### src/rtl/jstk_spi_slave_pkg.sv
// Shared definitions for the PmodJSTK SPI slave: frame geometry, FSM states,
// LED command decode constants and the TX frame packing helper.
package jstk_pkg;

  localparam int FRAME_BYTES = 5;
  localparam int FRAME_BITS  = 8 * FRAME_BYTES;
  localparam int CNT_W       = 6;

  localparam logic [CNT_W-1:0] FRAME_BITS_CNT = CNT_W'(FRAME_BITS);

  localparam logic [7:0] LED_CMD_MASK  = 8'hFC;
  localparam logic [7:0] LED_CMD_VALUE = 8'h80;

  typedef enum logic [1:0] {
    ST_IDLE,
    ST_LOAD,
    ST_SHIFT,
    ST_DONE
  } state_e;

  // Byte 0 (X low) sits in [7:0] and goes out first on MISO.
  function automatic logic [FRAME_BITS-1:0] pack_tx(input logic [9:0] x,
                                                    input logic [9:0] y,
                                                    input logic [2:0] btn);
    return {5'b0, btn, 6'b0, y[9:8], y[7:0], 6'b0, x[9:8], x[7:0]};
  endfunction

endpackage

### src/rtl/jstk_spi_slave_if.sv
// SPI pin bundle between a joystick master and the emulating slave.
interface jstk_spi_slave_if;

  logic sclk;
  logic ss_n;
  logic mosi;
  logic miso;

  modport master (output sclk, output ss_n, output mosi, input miso);
  modport slave  (input sclk, input ss_n, input mosi, output miso);

endinterface

### src/rtl/jstk_spi_slave_sync.sv
// Multi-flop synchronizer with a history flop providing rise/fall strobes
// in the system clock domain.
module spi_sync #(
  parameter int   STAGES    = 2,
  parameter logic RESET_VAL = 1'b0
) (
  input  logic clk_i,
  input  logic rst_ni,
  input  logic d_i,
  output logic level_o,
  output logic rise_o,
  output logic fall_o
);

  logic [STAGES-1:0] sync_q;
  logic              hist_q;

  always_ff @(posedge clk_i or negedge rst_ni) begin
    if (!rst_ni) begin
      sync_q <= {STAGES{RESET_VAL}};
      hist_q <= RESET_VAL;
    end else begin
      sync_q <= {sync_q[STAGES-2:0], d_i};
      hist_q <= sync_q[STAGES-1];
    end
  end

  assign level_o = sync_q[STAGES-1];
  assign rise_o  = sync_q[STAGES-1] & ~hist_q;
  assign fall_o  = ~sync_q[STAGES-1] & hist_q;

endmodule

### src/rtl/jstk_spi_slave.sv
// SPI mode-0 slave emulating the PmodJSTK: returns a 40-bit X/Y/button frame
// and decodes the master's first byte into LED state.
module jstk_spi_slave
  import jstk_pkg::*;
#(
  parameter int SYNC_STAGES = 2
) (
  input  logic                  clk_i,
  input  logic                  rst_ni,
  jstk_spi_slave_if.slave       spi,
  input  logic [9:0]            x_i,
  input  logic [9:0]            y_i,
  input  logic [2:0]            btn_i,
  output logic [1:0]            led_o,
  output logic [FRAME_BITS-1:0] rx_data_o,
  output logic                  rx_valid_o,
  output logic                  frame_err_o
);

  logic sclk_rise, sclk_fall, sclk_lvl_unused;
  logic ss_rise, ss_fall, ss_lvl_unused;
  logic mosi_lvl, mosi_rise_unused, mosi_fall_unused;

  spi_sync #(.STAGES(SYNC_STAGES), .RESET_VAL(1'b0)) u_sync_sclk (
    .clk_i(clk_i), .rst_ni(rst_ni), .d_i(spi.sclk),
    .level_o(sclk_lvl_unused), .rise_o(sclk_rise), .fall_o(sclk_fall)
  );

  // SS resets high so a deselected bus never produces a spurious start.
  spi_sync #(.STAGES(SYNC_STAGES), .RESET_VAL(1'b1)) u_sync_ss (
    .clk_i(clk_i), .rst_ni(rst_ni), .d_i(spi.ss_n),
    .level_o(ss_lvl_unused), .rise_o(ss_rise), .fall_o(ss_fall)
  );

  spi_sync #(.STAGES(SYNC_STAGES), .RESET_VAL(1'b0)) u_sync_mosi (
    .clk_i(clk_i), .rst_ni(rst_ni), .d_i(spi.mosi),
    .level_o(mosi_lvl), .rise_o(mosi_rise_unused), .fall_o(mosi_fall_unused)
  );

  state_e                state_q, state_d;
  logic [CNT_W-1:0]      bit_cnt_q, bit_cnt_d;
  logic                  overrun_q, overrun_d;
  logic [FRAME_BITS-1:0] tx_q, tx_d;
  logic [FRAME_BITS-1:0] rx_q, rx_d;
  logic                  miso_q, miso_d;
  logic [1:0]            led_q, led_d;
  logic [FRAME_BITS-1:0] rx_data_q, rx_data_d;
  logic                  rx_valid_q, rx_valid_d;
  logic                  frame_err_q, frame_err_d;

  // Frame bit n lives in byte n/8, transmitted MSB first within the byte.
  function automatic logic [CNT_W-1:0] bit_pos(input logic [CNT_W-1:0] cnt);
    return {cnt[5:3], ~cnt[2:0]};
  endfunction

  always_ff @(posedge clk_i or negedge rst_ni) begin
    if (!rst_ni) begin
      state_q     <= ST_IDLE;
      bit_cnt_q   <= '0;
      overrun_q   <= 1'b0;
      tx_q        <= '0;
      rx_q        <= '0;
      miso_q      <= 1'b0;
      led_q       <= 2'b00;
      rx_data_q   <= '0;
      rx_valid_q  <= 1'b0;
      frame_err_q <= 1'b0;
    end else begin
      state_q     <= state_d;
      bit_cnt_q   <= bit_cnt_d;
      overrun_q   <= overrun_d;
      tx_q        <= tx_d;
      rx_q        <= rx_d;
      miso_q      <= miso_d;
      led_q       <= led_d;
      rx_data_q   <= rx_data_d;
      rx_valid_q  <= rx_valid_d;
      frame_err_q <= frame_err_d;
    end
  end

  always_comb begin
    state_d     = state_q;
    bit_cnt_d   = bit_cnt_q;
    overrun_d   = overrun_q;
    tx_d        = tx_q;
    rx_d        = rx_q;
    miso_d      = miso_q;
    led_d       = led_q;
    rx_data_d   = rx_data_q;
    rx_valid_d  = 1'b0;
    frame_err_d = 1'b0;

    unique case (state_q)
      ST_IDLE: begin
        miso_d    = 1'b0;
        bit_cnt_d = '0;
        overrun_d = 1'b0;
        if (ss_fall) state_d = ST_LOAD;
      end

      ST_LOAD: begin
        tx_d      = pack_tx(x_i, y_i, btn_i);
        miso_d    = tx_d[7];
        bit_cnt_d = '0;
        overrun_d = 1'b0;
        state_d   = ST_SHIFT;
      end

      ST_SHIFT: begin
        if (sclk_rise) begin
          if (bit_cnt_q == FRAME_BITS_CNT) begin
            overrun_d = 1'b1;
          end else begin
            rx_d[bit_pos(bit_cnt_q)] = mosi_lvl;
            bit_cnt_d = bit_cnt_q + 6'd1;
          end
        end else if (sclk_fall && (bit_cnt_q < FRAME_BITS_CNT)) begin
          miso_d = tx_q[bit_pos(bit_cnt_q)];
        end
        // SS is evaluated against the post-SCLK counter so a same-cycle last edge counts.
        if (ss_rise) begin
          miso_d = 1'b0;
          if ((bit_cnt_d == FRAME_BITS_CNT) && !overrun_d) begin
            state_d = ST_DONE;
          end else begin
            frame_err_d = 1'b1;
            state_d     = ST_IDLE;
          end
        end
      end

      ST_DONE: begin
        miso_d     = 1'b0;
        rx_data_d  = rx_q;
        rx_valid_d = 1'b1;
        if ((rx_q[7:0] & LED_CMD_MASK) == LED_CMD_VALUE) led_d = rx_q[1:0];
        state_d = ss_fall ? ST_LOAD : ST_IDLE;
      end

      default: state_d = ST_IDLE;
    endcase
  end

  assign spi.miso    = miso_q;
  assign led_o       = led_q;
  assign rx_data_o   = rx_data_q;
  assign rx_valid_o  = rx_valid_q;
  assign frame_err_o = frame_err_q;

endmodule
### src/flat_wrapper.sv
// flat-port wrapper written by rule: the top's interface ports become plain ports
module jstk_spi_slave_flat import jstk_pkg::*;
#(
  parameter int SYNC_STAGES = 2
)
  (clk_i, rst_ni, x_i, y_i, btn_i, led_o, rx_data_o, rx_valid_o, frame_err_o, spi_sclk, spi_ss_n, spi_mosi, spi_miso);
  jstk_spi_slave_if spi_i ();
  input  logic clk_i;
  input  logic rst_ni;
  input  logic [9:0] x_i;
  input  logic [9:0] y_i;
  input  logic [2:0] btn_i;
  output logic [1:0] led_o;
  output logic [FRAME_BITS-1:0] rx_data_o;
  output logic rx_valid_o;
  output logic frame_err_o;
  input wire logic [$bits(spi_i.sclk)-1:0] spi_sclk;
  input wire logic [$bits(spi_i.ss_n)-1:0] spi_ss_n;
  input wire logic [$bits(spi_i.mosi)-1:0] spi_mosi;
  output wire logic [$bits(spi_i.miso)-1:0] spi_miso;
  assign spi_i.sclk = spi_sclk;
  assign spi_i.ss_n = spi_ss_n;
  assign spi_i.mosi = spi_mosi;
  assign spi_miso = spi_i.miso;
  jstk_spi_slave #(.SYNC_STAGES(SYNC_STAGES)) u_core (.clk_i(clk_i), .rst_ni(rst_ni), .spi(spi_i), .x_i(x_i), .y_i(y_i), .btn_i(btn_i), .led_o(led_o), .rx_data_o(rx_data_o), .rx_valid_o(rx_valid_o), .frame_err_o(frame_err_o));
endmodule
### config.mk
export PLATFORM = sky130hd
export DESIGN_NAME = jstk_spi_slave_flat
export DESIGN_NICKNAME = d
export VERILOG_FILES = /design/src/rtl/jstk_spi_slave_pkg.sv /design/src/rtl/jstk_spi_slave_if.sv /design/src/rtl/jstk_spi_slave_sync.sv /design/src/rtl/jstk_spi_slave.sv /design/src/flat_wrapper.sv
export SDC_FILE = /design/constraint.sdc
export NUM_CORES = 1
export LEC_CHECK = 0
export CORE_MARGIN = 2
export CORE_UTILIZATION = 32
export DETAILED_ROUTE_END_ITERATION = 12
export SYNTH_ARGS = -nofsm -noshare
export SYNTH_HDL_FRONTEND = slang
export SYNTH_HIERARCHICAL = 1
export SYNTH_SLANG_ARGS = --single-unit
### constraint.sdc
create_clock -name clk_i -period 3.7 [get_ports clk_i]
set_clock_uncertainty 0.05 [all_clocks]
set_input_delay 0.37 -clock clk_i [delete_from_list [all_inputs] [get_ports clk_i]]
set_output_delay 0.37 -clock clk_i [all_outputs]
set_load 0.05 [all_outputs]
### Word level (Yosys, flattened, before mapping)

Index checks and enable logic that the tools add are counted.

* register bits after elaboration: 125
* input bits: 28
* output and inout port bits: 45
* word-level logic and storage cells: 77

* reductions and logical operators: 12
* equality and inequality tests: 10
* multiplexer cells: 26
* bitwise logic cells: 10
* magnitude comparators: 3
* add/sub/neg operators: 1

Operator list (number)
* bitwise mux 40 bit: 1
* equality test 6 bit (second input constant): 3
* two-way mux 6 bit: 3
* two-way mux 1 bit: 13
* one-hot mux 6 bit (2 select lines): 1
* one-hot mux 2 bit (4 select lines): 1
* less-than comparator 6 x 7 -> 1 bit (second input constant): 1
* adder 6 x 1 -> 6 bit (second input constant): 1
* binary-select mux 1 bit (select 6 bit): 1
* demux 1 bit (select 6 bit): 1
* >= comparator 6 x 1 -> 1 bit (second input constant): 1
* less-than comparator 6 bit (second input constant): 1
* two-way mux 2 bit: 3
* AND reduction 2 bit: 3
* inverter 1 bit: 5
* AND 1 bit: 4
* equality test 2 bit (second input constant): 2
* != test 2 x 1 -> 1 bit (second input constant): 2
* OR reduction 2 bit: 2
* logical AND 1 bit: 3
* != test 3 x 1 -> 1 bit (second input constant): 1
* != test 3 bit (second input constant): 1
* inverter 3 bit: 1
* one-hot mux 1 bit (3 select lines): 1
* other kinds (6): 6

### Logic depth before layout (Yosys ltp)

Gate-level depths: netlist (run 1).

* depth after elaboration: 9
* gate-level depth with buffers: 8
* mapped depth without buffers: 7

### Modules after synthesis

Netlist (run 1), hierarchy kept.

By module, submodules not included
* jstk_spi_slave: times used 1, cells each 395, area an instance 5180.0 um^2, sequential area each 2927.8 um^2
* spi_sync at u_core.u_sync_mosi ...: times used 2, cells each 5, area an instance 90.1 um^2, sequential area each 75.1 um^2
* spi_sync at u_core.u_sync_ss: times used 1, cells each 5, area an instance 93.8 um^2, sequential area each 78.8 um^2

### Worst setup path before layout (run 1)

OpenSTA, ideal clock, no wires.

* kind: register to register
* start: register u_core.bit_cnt_q[1]
* end: register u_core.rx_q[12]
* arrival time: 1937 ps
* data required time: 3525 ps
* setup time: 125 ps
* clock period less this slack: 2111 ps
* stages on the path, launching flop included: 9
* path slack: 1589 ps
* cells stage by stage: dfrtp_1 > buf_2 > inv_2 > ha_1 > nand3b_1 > o211ai_4 > or4_4 > nor2_1 > mux2_2

* longest elaborated chain between the ends: 6

Ends and longest elaborated chain
* from (decl): line jstk_spi_slave.sv:41 `logic [CNT_W-1:0] bit_cnt_q, bit_cnt_d;`
* from (signal assigned): line jstk_spi_slave.sv:70 `bit_cnt_q <= bit_cnt_d;`
* inverter 3 bit: line jstk_spi_slave.sv:53 `return {cnt[5:3], ~cnt[2:0]};`
* less-than comparator 6 x 7 -> 1 bit (not written as such) or >= comparator 6 x 1 -> 1 bit (tied branches): line jstk_spi_slave.sv:115 `rx_d[bit_pos(bit_cnt_q)] = mosi_lvl;`
* logical AND 1 bit (not written as such): line jstk_spi_slave.sv:115
* two-way mux 1 bit (not written as such): line jstk_spi_slave.sv:115
* demux 1 bit (select 6 bit)
* bitwise mux 40 bit: line jstk_spi_slave.sv:115
* to (signal assigned): line jstk_spi_slave.sv:73 `rx_q <= rx_d;`
* to (decl): line jstk_spi_slave.sv:44 `logic [FRAME_BITS-1:0] rx_q, rx_d;`

Several ways; a longest one is shown, not always the timed one.
A chain may end at the register's enable or synchronous reset.

### Worst setup path after layout (run 1)

* start: register u_core.bit_cnt_q[1]
* end: register u_core.rx_q[6]

The elaborated chain is that of the path after synthesis.

==> impl_results.md, run 1 <==
* Met3 usage at 4.46%
* Post-cts sizing count at 0
* Pwr Density at 553 nW/um2
* Critical path's top delay family: simple AND/OR/NAND/NOR gates
* Setup CP Type: reg2reg
* TritonCTS Buffers at 17
* DP HPWL at 7880 um
* Area of the multi-input gates at 2140 um2
* Root Buffer: clkbuf_16
* N_diodes at 0
* Core box area at 16,600 um2
* DRC at 0
* Die ar. at 18,000 um2
* Sw Share at 25.0%
* Vias in the first global route at 3,456
* Row count at 47
* RSZ-0062 raised after global routing: false
* Clock Tree Buf Depth at 2
* Setup ws final at 1130 ps
* Place WS at 1200 ps
* Iter 0 DRT Violations at 326
* Largest net degree at the start of global routing at 73
* Standby leakage power at 3.06 nW
* Post-CTS Setup Inserts at 0
* Sequential Power Share at 42.5%
* Via/cell ratio at 4.78
* Normalized max-slew margin at 23.8%
* Sink Count at 125
* H-Tree Depth at 4
* Min-delay worst type: in2async
* GP Congestion at 0.772
* I/O pin total at 73
* Crit end category: flip-flop
* Overall fraction of global-route tracks in use at 13.7%
* CTS Hold Buffers Added at 0
* Die height at 134 um
* Clock power share at 43.8%
* Most Used Layer, Global Route: met2
* Placed cells at 678
* Synthesized instance count at 407
* Die width at 134 um
* Clock transition at path regs at 60 ps
* GRT overflow at 0
* Worst Path Max Fanout at 16
* # Max-Cap Violations at 0
* WL per Instance at 16.3 um
* Fmax at 389 MHz
* Worst EP arrival at 2810 ps
* # fillers at 1,552
* CTS tree: yes
* Final core utilization at 41.8%
* Slew @ Worst Pin at 1140 ps
* Switching power at 0.957 mW
* Logic pwr share at 13.6%
* Register Area at 3130 um2
* WP buf/inv at 1
* Final Hold Vio Count at 0
* Mapped Area at 5410 um2
* Final worst path period need at 2570 ps
* Tcrit/Tclk final at 69.5%
* Slowest cell on crit path: dfrtp_1
* Status: complete, no violations
* Drt pass-1 iters at 4
* Layout Nets at 507
* Starting Density at 32.6%
* Worst path required time at 3940 ps
* Pwr Total at 3.83 mW
* Share of layout cells above drive strength 1 at 33.1%
* Syn avg cell area at 13.3 um2
* Post-route ant nets at 0
* Setup violations, final at 0
* Ordered list of cells on the worst path: inv_2 -> ha_1 -> nand3b_1 -> o211ai_4 -> or4_4 -> nor2_1 -> mux2_2
* Final Max Tran Viols at 0
* Max VDD drop at 319 uV
* CP max stage delay at 550 ps
* Met1 usage at 18.5%
* Synthesized Nets at 437
* Total negative slack at 0 ps
* Nature of the critical path startpoint: flip-flop
* Fin cells at 710
* PortBufs at 72
* Worst-Skew Late Latency at 420 ps
* Total Wirelength at 11,600 um
* GR Layer Usage met2 at 21.1%
* Internal power at 2.87 mW
* DR vias at 3,394
* Area growth syn-to-layout at 28.1%
* Synth warnings at 6
* Initial antenna violation count at 0
* First-pass GRT wire length at 19,000 um
layout by cell type, fill, tap and decap left out, types with 5 or more instances in the layout:
master and instances:
a21oi_1 6, nand2_1 10, clkbuf_16 17, nor4_1 8
mux2i_1 8, xnor2_1 5, clkdlybuf4s50_1 71, mux2_2 105
nor2b_1 6, buf_4 5, nor2_1 40, dfrtp_1 122
o21ai_0 5
per-layer routing:
| layer | vias up | wire [um] |
|---|---|---|
| met5 | - | 0 |
| met4 | 0 | 164 |
| met3 | 15 | 636 |
| met2 | 91 | 5370 |
| met1 | 1711 | 5390 |
| li1 | 1577 | - |
metrics by stage:
step	cell area (um2)	hold slack, ps
after CTS	6930	80.8
after global routing	6930	129
final	6930	41.3
after global placement	6330	287
after floorplan	5410	24.4
after detailed placement	6330	292
worst register-to-register path: stages, from the launching register on:
cell      delay, ps
dfrtp_1         550
inv_2           150
ha_1            210
nand3b_1        190
o211ai_4        210
or4_4           530
nor2_1          180
mux2_2          360
cell type report:
class / count / area share, %
Clock inverter: 14 / 2.40
Clock buffer: 18 / 6.33
Sequential cell: 125 / 45.2
Timing Repair Buffer: 77 / 11.1
Inverter: 4 / 0.217
Multi-Input combinational cell: 252 / 30.8
Tap cell: 220 / 3.97
power groups by stage:
stage	registers, mW	clock network, mW	logic (mW)
global placement	1.65	0	0.518
detailed placement	1.65	0	0.527
global route	1.65	1.78	0.570
CTS	1.63	1.72	0.531
finish	1.63	1.68	0.522
floorplan	1.66	0	0.347
flip-flops by register name, summed over array words and instances, names as in the netlist, 2 cells and up:
| signal | flops |
|---|---|
| u_core/rx_data_o | 40 |
| u_core/rx_q | 40 |
| u_core/tx_q | 23 |
| u_core/bit_cnt_q | 6 |
| u_core/led_o | 2 |
| u_core/state_q | 2 |
| u_core/u_sync_mosi/sync_q | 2 |
| u_core/u_sync_sclk/sync_q | 2 |
| u_core/u_sync_ss/sync_q | 2 |
final timing paths:
kind	from	to	slack [ps]	cells past startpoint
min in group clk_i	u_core/u_sync_sclk/sync_q[0]	u_core/u_sync_sclk/sync_q[1]	300	0
max in group asynchronous	rst_ni	u_core/rx_data_o[34]	2740	2
max reg2reg	u_core/bit_cnt_q[1]	u_core/rx_q[6]	1130	7
min	rst_ni	u_core/tx_q[8]	40	1
min reg2reg	u_core/u_sync_sclk/sync_q[0]	u_core/u_sync_sclk/sync_q[1]	300	0
max	u_core/bit_cnt_q[1]	u_core/rx_q[6]	1130	7
Power figures use the tool's default switching activity.
==> run 2, diff against run 1 <==
- clock period: 3.7 -> 2.1 ns (I/O delays scaled with it)
==> impl_results.md, run 2 (same netlist as run 1, synthesis figures left out) <==
* Commonest non-fill, non-tap cells in the layout: 122 x dfrtp_1, 104 x mux2_2, 71 x clkdlybuf4s50_1, 28 x buf_4, 22 x nor2_1
* Worst-Skew Late Latency at 410 ps
* Place WS at 29.3 ps
* R2r startpoint: u_core/bit_cnt_q[0]
* Worst R2R Path Depth at 7
* DP HPWL at 8140 um
* CP max stage delay at 510 ps
* # Max-Cap Violations at 0
* Vias in the first global route at 3,763
* Tcrit/Tclk final at 98.9%
* I/O pin total at 73
* Setup CP Type: reg2reg
* Standby leakage power at 3.17 nW
* Core box area at 16,600 um2
* PortBufs at 72
* Initial antenna violation count at 0
* Setup violations, final at 0
* Starting Density at 32.6%
* Iter 0 DRT Violations at 269
* Setup ws final at 22.9 ps
* Total Wirelength at 11,800 um
* Pwr Density at 946 nW/um2
* Worst Path Max Fanout at 8
* Ordered list of cells on the worst path: inv_1 -> ha_1 -> nand3b_1 -> o211ai_4 -> or4_4 -> nor2_2 -> mux2_2
* FF-to-FF End: u_core/rx_q[21]
* Hold path depth at 1
* Post-layout instance area at 7190 um2
* Max VDD drop at 605 uV
* Post-CTS Setup Inserts at 0
* WL per Instance at 16.0 um
* Area growth syn-to-layout at 32.9%
* Met3 routed WL at 607 um
* Overall fraction of global-route tracks in use at 14.1%
* H-Tree Depth at 4
* CTS tree: yes
* Post-route ant nets at 0
* Sink Count at 125
* Via/cell ratio at 4.74
* Slew @ Worst Pin at 1120 ps
* Post-DP Area at 6500 um2
* Drt pass-1 iters at 4
* First-pass GRT wire length at 19,700 um
* Die ar. at 18,000 um2
* Row count at 47
* WP buf/inv at 1
* TritonCTS Buffers at 17
* # fillers at 1,527
* RSZ-0062 raised after global routing: true
* Min-delay worst type: in2reg
* Hold_ws at 151 ps
* Die height at 134 um
* Final worst path period need at 2080 ps
* Clock Tree Buf Depth at 2
* Root Buffer: clkbuf_16
* Fmax at 481 MHz
* Met2 routed WL at 5630 um
* Layout Nets at 531
* N_diodes at 0
* Largest net degree at the start of global routing at 44
* GRT overflow at 0
* Commonest non-fill, non-tap cell in the layout: dfrtp_1
* Final Hold Vio Count at 0
* Top layer in use: met4
* Min-delay src: spi_ss_n
* Worst Hold End: u_core/u_sync_ss/sync_q[0]
* DR vias at 3,481
* Clock transition at path regs at 60 ps
* GP Congestion at 0.841
* Die width at 134 um
* Final Max Tran Viols at 0
* Status: complete, no violations
* Critical path's top delay family: simple AND/OR/NAND/NOR gates
* Worst path required time at 2340 ps
* Normalized max-slew margin at 25.1%
* Worst EP arrival at 2320 ps
* M1 wire length at 5380 um
* Crit end category: flip-flop
* DRC at 0
* Slowest cell on crit path: or4_4
* Nature of the critical path startpoint: flip-flop
* Share of layout cells above drive strength 1 at 39.3%
* Worst reg2reg setup slack at 20 ps
-- run 2: changes by cell type in the layout (fill, tap and decap cells not counted), moves of 2 or more --
cell,previous run,this run
buf_4,5,28
clkinv_2,4,2
nor2_1,40,22
nor2_2,0,13
nor2_4,0,5
-- run 2: repair_timing --
| item | CTS | global route |
|---|---|---|
| resized for setup | 0 | 24 |
| endpoints found under the hold margin | 35 | 0 |
| setup endpoints to repair | 0 | 29 |
| hold buffers | 1 | 0 |
-- run 2: worst register-to-register path: cells and delay by family, from the launching register on --
kind,cells,cell delay [ps]
buffers and inverters,1,60
AO/OA/AOI/OAI,1,140
flip-flops,1,340
multiplexers,1,350
AND/OR/NAND/NOR,3,820
adder cells (fa/ha/maj),1,190
-- run 2: where the power goes --
part           total [mW]  leakage (nW)  internal [mW]  switching [mW]
combinational       0.972          1.22          0.505           0.466
sequential           2.85          1.67           2.70           0.151
clock                2.99         0.286           1.90            1.08
-- run 2: layer usage --
metal | up-vias | global-route usage (%)
met3 | 13 | 4.20
met2 | 89 | 22.2
met5 | - | 0
li1 | 1641 | -
met4 | 0 | 4.62
met1 | 1738 | 18.8
-- run 2: stage by stage --
| step | util, % | power [mW] | setup TNS, ps | cells |
|---|---|---|---|---|
| after floorplan | - | 3.53 | 0 | 407 |
| after global placement | 39.2 | 3.84 | 0 | 701 |
| after detailed placement | 39.2 | 3.87 | 0 | 701 |
| after CTS | 42.9 | 6.87 | 0 | 734 |
| after global routing | 43.4 | 7.14 | -1550 | 734 |
| final | 43.4 | 6.81 | 0 | 734 |
-- run 2: area by class of cell --
class,count,area [um2],area share (%)
clock buffer,19,443,6.16
clock inverter,13,165,2.30
inverter,4,15.0,0.209
multi-input combinational,252,2210,30.8
sequential,125,3130,43.5
tap,220,275,3.83
timing repair buffer,101,951,13.2
-- run 2: worst max-delay path by stage --
| stage | start | endpoint | slack (ps) | depth (start not counted) |
|---|---|---|---|---|
| after floorplan | u_core/bit_cnt_q[1] | u_core/rx_q[12] | 30 | 8 |
| after global placement | u_core/bit_cnt_q[0] | u_core/rx_q[15] | 80 | 7 |
| after detailed placement | u_core/bit_cnt_q[0] | u_core/rx_q[30] | 30 | 7 |
| after CTS | u_core/bit_cnt_q[0] | u_core/rx_q[21] | 3 | 7 |
| after global routing | u_core/bit_cnt_q[0] | u_core/rx_q[21] | -110 | 7 |
| final | u_core/bit_cnt_q[0] | u_core/rx_q[21] | 20 | 7 |
